`src/rtl/synapse_unit.sv`:
```
`default_nettype none
// ============================================================================
// Module   : synapse_unit
// Purpose  : Delay-line synapse; pending spikes count down, then read wmem.
// Revision : 1.0
// ============================================================================
module synapse_unit #(
    parameter int DEPTH = 4,
    parameter int N_SRC = 16,
    localparam int SRC_W = $clog2(N_SRC),
    localparam int IDX_W = $clog2(DEPTH),
    localparam int OCC_W = $clog2(DEPTH) + 1
) (
    input  logic             clk,
    input  logic             rst,
    input  logic             kill,
    input  logic             spike_in_valid,
    output logic             spike_in_ready,
    input  logic [SRC_W-1:0] spike_in_src,
    input  logic [15:0]      spike_in_delay,
    input  logic             wr_en,
    input  logic [SRC_W-1:0] wr_addr,
    input  logic [15:0]      wr_data,
    input  logic             soma_wait,
    output logic [15:0]      weight,
    output logic             weight_valid,
    output logic [OCC_W-1:0] occupancy
);

    logic [DEPTH-1:0] valid_q, valid_d;
    logic [SRC_W-1:0] src_q [DEPTH];
    logic [SRC_W-1:0] src_d [DEPTH];
    logic [15:0]      cnt_q [DEPTH];
    logic [15:0]      cnt_d [DEPTH];
    logic [15:0]      wmem_q [N_SRC];
    logic [15:0]      weight_q, weight_d;
    logic             weight_valid_q, weight_valid_d;
    logic [OCC_W-1:0] occ_q, occ_d;

    logic             w_del_any;
    logic [IDX_W-1:0] w_del_idx;
    logic             w_free_any;
    logic [IDX_W-1:0] w_free_idx;
    logic             w_deliver;
    logic             w_accept;

    assign spike_in_ready = (occ_q < OCC_W'(DEPTH));
    assign weight         = weight_q;
    assign weight_valid   = weight_valid_q;
    assign occupancy      = occ_q;

    // Descending scan so the lowest matching index wins.
    always_comb begin
        w_del_any  = 1'b0;
        w_del_idx  = '0;
        w_free_any = 1'b0;
        w_free_idx = '0;
        for (int i = DEPTH - 1; i >= 0; i--) begin
            if (valid_q[i] && (cnt_q[i] == 16'd0)) begin
                w_del_any = 1'b1;
                w_del_idx = IDX_W'(i);
            end
            if (!valid_q[i]) begin
                w_free_any = 1'b1;
                w_free_idx = IDX_W'(i);
            end
        end
    end

    assign w_deliver = w_del_any && !soma_wait;
    assign w_accept  = spike_in_valid && spike_in_ready && w_free_any;

    always_comb begin
        valid_d        = valid_q;
        src_d          = src_q;
        cnt_d          = cnt_q;
        weight_d       = 16'd0;
        weight_valid_d = 1'b0;
        occ_d          = '0;

        for (int i = 0; i < DEPTH; i++) begin
            if (valid_q[i] && (cnt_q[i] != 16'd0)) begin
                cnt_d[i] = cnt_q[i] - 16'd1;
            end
        end

        // Read of wmem_q here sees the pre-write value on a same-edge write.
        if (w_deliver) begin
            valid_d[w_del_idx] = 1'b0;
            weight_d           = wmem_q[src_q[w_del_idx]];
            weight_valid_d     = 1'b1;
        end

        // Free slot is chosen from registered state, so a slot vacated by
        // this cycle's delivery cannot be reused until the next cycle.
        if (w_accept) begin
            valid_d[w_free_idx] = 1'b1;
            src_d[w_free_idx]   = spike_in_src;
            cnt_d[w_free_idx]   = spike_in_delay;
        end

        if (kill) begin
            valid_d        = '0;
            weight_d       = 16'd0;
            weight_valid_d = 1'b0;
        end

        for (int i = 0; i < DEPTH; i++) begin
            occ_d = occ_d + OCC_W'(valid_d[i]);
        end
    end

    always_ff @(posedge clk) begin
        if (rst) begin
            valid_q        <= '0;
            weight_q       <= 16'd0;
            weight_valid_q <= 1'b0;
            occ_q          <= '0;
            for (int i = 0; i < DEPTH; i++) begin
                src_q[i] <= '0;
                cnt_q[i] <= 16'd0;
            end
        end else begin
            valid_q        <= valid_d;
            src_q          <= src_d;
            cnt_q          <= cnt_d;
            weight_q       <= weight_d;
            weight_valid_q <= weight_valid_d;
            occ_q          <= occ_d;
        end
    end

    always_ff @(posedge clk) begin
        if (rst) begin
            for (int i = 0; i < N_SRC; i++) begin
                wmem_q[i] <= 16'd0;
            end
        end else if (wr_en) begin
            wmem_q[wr_addr] <= wr_data;
        end
    end

endmodule
`default_nettype wire

```
`config.mk`:
```
export PLATFORM = sky130hd
export DESIGN_NAME = synapse_unit
export DESIGN_NICKNAME = d
export VERILOG_FILES = /design/src/rtl/synapse_unit.sv
export SDC_FILE = /design/constraint.sdc
export NUM_CORES = 1
export LEC_CHECK = 0
export ABC_CLOCK_PERIOD_IN_PS = 4600
export BUFFER_PORTS_ARGS = -buffer_cell sky130_fd_sc_hd__buf_2
export CORE_MARGIN = 5
export CORE_UTILIZATION = 54
export CTS_BUF_LIST = sky130_fd_sc_hd__clkbuf_4 sky130_fd_sc_hd__clkbuf_8
export CTS_CLUSTER_SIZE = 20
export DETAILED_ROUTE_END_ITERATION = 10
export PLACE_DENSITY = 0.74
export SETUP_SLACK_MARGIN = 0.02
export SLEW_MARGIN = 20
export SYNTH_ARGS = -nofsm -noshare
export SYNTH_HDL_FRONTEND = slang
export SYNTH_SLANG_ARGS = --single-unit
```
`constraint.sdc`:
```
create_clock -name clk -period 4.6 [get_ports clk]
set_input_delay 0.46 -clock clk [delete_from_list [all_inputs] [get_ports clk]]
set_output_delay 0.46 -clock clk [all_outputs]
set_load 0.02 [all_outputs]
```
# Yosys cells after proc, flatten, opt, wreduce, memory -nomap -nowiden
# Memories as Yosys holds them, arrays and structs flattened. A register that Yosys moved wholly into a read port is not among the register bits.
# Index checks and enable logic that the tools add are counted.
# Widths: inputs -> output; s select.
# totals
register_bits	88
ram_bits	256
inputBits	46
out_inout_bits	21
elab_cells	105
memories	1
# classes
n_addsub	7
n_lt_le_gt_ge	8
mux	46
bitwise_logic	6
n_reduce_logical	26
# memory_table
name	depth	width	rd	rd_clocked_by_memory_dff	wr	line	source
wmem_q	16	16	1	1	16	35	logic [15:0] wmem_q [N_SRC];
# ops
cell	n
$mux 16	6
$bwmux 64	1
$logic_not 16->1	4
$mux 64	1
$reduce_bool 16->1	4
$sub 16x1->16 const B	4
$demux 16 s2	1
$mux 4	7
$mux 1	17
$bwmux 16	1
$mux 2	8
$reduce_or 16->1	1
$logic_and 1x1->1	14
$bmux 4 s2	1
$demux 4 s2	1
$ge 3x3->1 const B	2
$lt 2x3->1 const B	2
$not 2->3	2
$and 4x4->4	1
$demux 1 s2	2
$ge 2x1->1 const B	2
$not 4->4	1
$or 4x4->4	1
$add 2x1->3	1
other kinds (8)	8

# Logic depth before layout (Yosys ltp)
# depth
word_depth	19
mapped_depth	13
depth_no_buf	11

# Worst setup path after synthesis
# No wires, ideal clock.
# synth_path
path_type	register to register
start	register cnt_q[10] in the netlist's numbering
end	register occ_q[1] (netlist: occupancy[1])
setup_time_ns	0.127
arrival_ns	3.430
required_time_ns	4.473
slack_ns	1.043
stages_incl_launch_ff	12
path_buffers	2
synth_period_minus_slack_ns	3.557
cell_sequence	dfxtp_1 > or4_4 > or4_1 > buf_2 > or4_1 > buf_2 > o21ai_0 > a21oi_1 > fa_1 > ha_1 > ha_1 > nor2b_1
# synth_via
elab_cells_between_ends	25
cone_classes	3 x add/sub; 2 x order compare; 13 x mux; 3 x bitwise; 4 x reduce/logical
# synth_lines
element	line	source
start, declared	33	logic [15:0] cnt_q [DEPTH];
start signal, assigned	126	cnt_q <= cnt_d;
$logic_not 16->1 (*)	59	if (valid_q[i] && (cnt_q[i] == 16'd0)) begin
$logic_and 1x1->1 (*)	59	
$mux 2 (4 in series)	59	
$lt 2x3->1 (not written as such) / $ge 2x1->1 (equally long branches)	89	valid_d[w_del_idx] = 1'b0;
$logic_and 1x1->1 (not written as such)	89	
$mux 1 (not written as such)	89	
$demux 1 s2	89	
$not 4->4 (no source line)	--	
$and 4x4->4 (no source line)	--	
$mux 4 (*)	88	if (w_deliver) begin
$or 4x4->4 (no source line)	--	
$mux 4 (*)	96	if (w_accept) begin
$mux 4 (*)	102	if (kill) begin
named net valid_d[3]	30	logic [DEPTH-1:0] valid_q, valid_d;
$add 3x1->3 (*)	109	occ_d = occ_d + OCC_W'(valid_d[i]);
named net occ_d[1]	38	logic [OCC_W-1:0] occ_q, occ_d;
end signal, assigned	118	occ_q <= '0;
end signal, assigned	129	occ_q <= occ_d;
end, declared	38	
# The timed path passes the listed nets; every way through them passes the cells marked *.
# A chain may end at the register's enable or synchronous reset.

# Worst setup path in the final report
# layout_path
start	register cnt_q[2] in the netlist's numbering
end	register weight_q[5] (netlist: weight[5]), read port of wmem_q
# layout_via
elab_chain_cells	10
elab_cells_between_ends	17
cone_classes	11 x mux; 2 x bitwise; 4 x reduce/logical
# layout_lines
element	line	source
$logic_not 16->1 (*)	59	
$logic_and 1x1->1 (*)	59	
$mux 2 (4 in series)	59	
$not 2->3 (not written as such)	90	weight_d = wmem_q[src_q[w_del_idx]];
$bmux 4 s2	90	
$mux 4 (not written as such) (2 in series)	90	
end, declared	36	logic [15:0] weight_q, weight_d;
# Every way passes the cells marked *; elsewhere a longest branch is shown, timed or not. The select of a mux whose other input is x is not followed.

==> results.txt <==
----------------------------------------------------
[Global routing]
  Vias in the first global route ... 11459
  Largest net degree at the start of global routing ... 69
  First-pass GRT wire length ... 67430 um
  All-layer global routing usage ... 25.48%
  Global-route congestion overflow total ... 0
  Antenna violations before repair ... 1

[Floorplanning]
  Die Span X ... 186.0 um
  Top-Level Pins ... 67
  Num rows ... 64
  Placeable core region ... 30590 um^2
  Die height ... 186.0 um
  Initial core utilization ... 54.71%
  Floorplan die area ... 34610 um^2

[Clocking]
  Clock tree buffer depth ... 3
  Count of clock tree sinks ... 360
  Resized Gates After CTS ... 0
  Reg clk slew, reported paths ... 60 ps
  Clock buffer count from CTS ... 58
  Hold buffer count at CTS ... 0
  Post-CTS setup repair buffer count ... 0
  Count of H-tree levels built during CTS ... 2
  CTS Root Cell ... sky130_fd_sc_hd__clkbuf_8
  CTS tree ... done
  Clock latency at the later pin of the worst-skew pair ... 610 ps

[STA]
  Unrepaired setup endpoints after global routing ... no
  Relative slew margins ... 37.92%
  Hold Worst Slack ... 140.5 ps
  Final worst-path cycle share ... 88.98%
  Least-Margin Pin Slew ... 931.2 ps
  Final setup skew ... 30.29 ps
  Setup TNS after final layout ... 0 ps
  Number of failing hold endpoints at the final stage ... 0
  Final setup viols ... 0
  Highest attainable clock frequency ... 244.3 MHz
  Final worst setup slack ... 506.9 ps
  Shortest period the worst path allows ... 4093 ps
  Max-slew violation count ... 0

[Synth]
  Async set-reset flop share out of synthesis ... 0%
  Number of enable-type register cells in the synthesized netlist ... 256
  Yosys warning count ... 0
  Proportion of synthesized chip area in sequential cells ... 58.37%
  Area of the mapped netlist ... 16740 um^2
  Cell type with the highest aggregate area in the netlist ... sky130_fd_sc_hd__edfxtp_1
  Number of unique standard cell types used by synthesis ... 52
  Syn avg cell area ... 11.34 um^2
  Share of the synthesized area in the top cell type ... 45.93%
  Post-synth net total ... 1532
  Gate Count Post-Synth ... 1476
  Predominant post-synthesis flop cell ... sky130_fd_sc_hd__edfxtp_1
  Ranking of synthesized cells by area ... sky130_fd_sc_hd__edfxtp_1 46%, sky130_fd_sc_hd__dfxtp_1 12%, sky130_fd_sc_hd__and2_1 9.6%
  Number of synthesized register bits ... 360

[Worst setup path]
  Data arrival time of the worst path ... 4620 ps
  Critical path class ... reg2reg
  Max Fanout on Critical Path ... 16
  Kind of start point of the critical path ... flop
  Req. time, crit path ... 5120 ps
  Kind of end point of the critical path ... flop

[Routing]
  Detail Route Antenna Nets ... 0
  Count of unresolved DRC violations after routing ... 0
  WL per Instance ... 22.50 um
  Drt initial violations ... 1179
  Number of vias per cell ... 6.017
  Detailed Routing Iterations Pass 1 ... 5
  Count of vias placed by the detailed router ... 11860
  Drt total wl ... 44350 um

[Power]
  Total chip power ... 7.005 mW
  Reported leakage power ... 7.300 nW
  Power per unit of standard cell area ... 375.6 nW/um^2
  Max rail drop VDD ... 0.2061 mV

[Cells and area]
  Relative area change from synthesis to final layout ... 11.42%
  Fraction of layout cells with a size suffix above 1 ... 15.76%
  Nets ... 1586
  FILL cells ... 2498

[Min path]
  Tightest Hold Check Type ... in2reg

[Placed design]
  Detailed placement HPWL ... 28850 um
  Number of buffer cells added on primary ports ... 66
  Pre-CTS setup slack ... 494.5 ps
  Final weighted congestion in routability-driven placement ... 0.9178

[Run status]
  Status ... completed

[Job]
  Total of max-cap violations ... 0

----------------------------------------------------
worst max-delay path, cell delays in order, from the launching register on:
cell	delay (ps)
sky130_fd_sc_hd__dfxtp_1	350
sky130_fd_sc_hd__or4_4	550
sky130_fd_sc_hd__or4_1	650
sky130_fd_sc_hd__or4_1	660
sky130_fd_sc_hd__o211ai_1	250
sky130_fd_sc_hd__nand2_1	470
sky130_fd_sc_hd__a221oi_1	850
sky130_fd_sc_hd__or4_1	220
sequential cells by signal, indices dropped and copies added, names as in the netlist:
register	flops
occupancy	3
weight	16
valid_q	4
wmem_q	256
cnt_q	64
weight_valid	1
src_q	16
cells by family (layout without fill, tap and decap cells):
family	Yosys count	after routing	share of synthesized area [%]
multiplexers	72	72	4.306
flip-flops	360	360	58.37
AND/OR/NAND/NOR	619	619	20.34
other	0	1	0
buffers and inverters	126	224	3.110
AO/OA/AOI/OAI	240	240	10.51
adder cells (fa/ha/maj)	10	10	0.7925
XOR/XNOR	49	49	2.564
cells in the mapped netlist, types with 29 or more instances:
cell	count
sky130_fd_sc_hd__mux2i_1	72
sky130_fd_sc_hd__and2_1	257
sky130_fd_sc_hd__clkbuf_1	77
sky130_fd_sc_hd__nand2_1	101
sky130_fd_sc_hd__a21oi_1	62
sky130_fd_sc_hd__or4_1	29
sky130_fd_sc_hd__xnor2_1	35
sky130_fd_sc_hd__a211oi_1	53
sky130_fd_sc_hd__edfxtp_1	256
sky130_fd_sc_hd__a221oi_1	64
sky130_fd_sc_hd__nor2_1	103
sky130_fd_sc_hd__dfxtp_1	104
final cells by class:
cell class	instances	area, um^2	area share (%)
clock inverters	11	66.31	0.3556
flip-flops and latches	360	9769	52.39
repair buffers	100	663.1	3.556
clock buffers	93	1117	5.992
diodes	1	2.502	0.01342
multi-input cells	990	6457	34.63
inverters	20	75.07	0.4026
well taps	396	495.5	2.657
layer usage:
layer / global-route usage [%] / part of all wire (%) / wire, um
met5: 0 / 0 / 0
met4: 10.41 / 3.9 / 1746
met3: 3.654 / 7.5 / 3345
met2: 41.60 / 48 / 21170
met1: 34.50 / 41 / 18090
placed cells by master (no fill, tap or decap), types with 22 or more instances in the layout:
cell type,netlist,final
sky130_fd_sc_hd__clkbuf_8,0,67
sky130_fd_sc_hd__a21oi_1,62,62
sky130_fd_sc_hd__clkbuf_4,0,26
sky130_fd_sc_hd__or2_2,22,22
sky130_fd_sc_hd__buf_2,11,65
sky130_fd_sc_hd__mux2i_1,72,72
sky130_fd_sc_hd__buf_4,1,29
sky130_fd_sc_hd__nor3_1,26,26
sky130_fd_sc_hd__nor2_1,103,103
sky130_fd_sc_hd__a221oi_1,64,64
sky130_fd_sc_hd__edfxtp_1,256,256
sky130_fd_sc_hd__a211oi_1,53,53
sky130_fd_sc_hd__nand2_1,101,101
sky130_fd_sc_hd__xnor2_1,35,35
sky130_fd_sc_hd__or4_1,29,29
sky130_fd_sc_hd__dfxtp_1,104,104
sky130_fd_sc_hd__and2_1,257,257
final timing paths:
path	start	to	slack [ps]	depth (start not counted)
min	spike_in_src[1]	src_q[5]	140	3
min reg2reg	src_q[7]	src_q[7]	460	2
max	cnt_q[2]	weight[5]	510	7
max reg2reg	cnt_q[2]	weight[5]	510	7
power breakdown:
| part | internal [mW] | leakage (nW) | total, mW | switching, mW |
|---|---|---|---|---|
| clock | 1.53 | 0.637 | 2.78 | 1.25 |
| combinational | 0.166 | 3.38 | 0.535 | 0.369 |
| sequential | 3.63 | 3.29 | 3.69 | 0.0639 |
through the flow:
step	utilization (%)	std cells	cell area (um^2)
6_report	60.96	1971	18650
5_1_grt	60.96	1971	18650
4_1_cts	60.92	1970	18630
3_5_place_dp	57.05	1866	17450
3_3_place_gp	57.05	1866	17450
2_1_floorplan	-	1476	16740
Power figures use the tool's default switching activity.
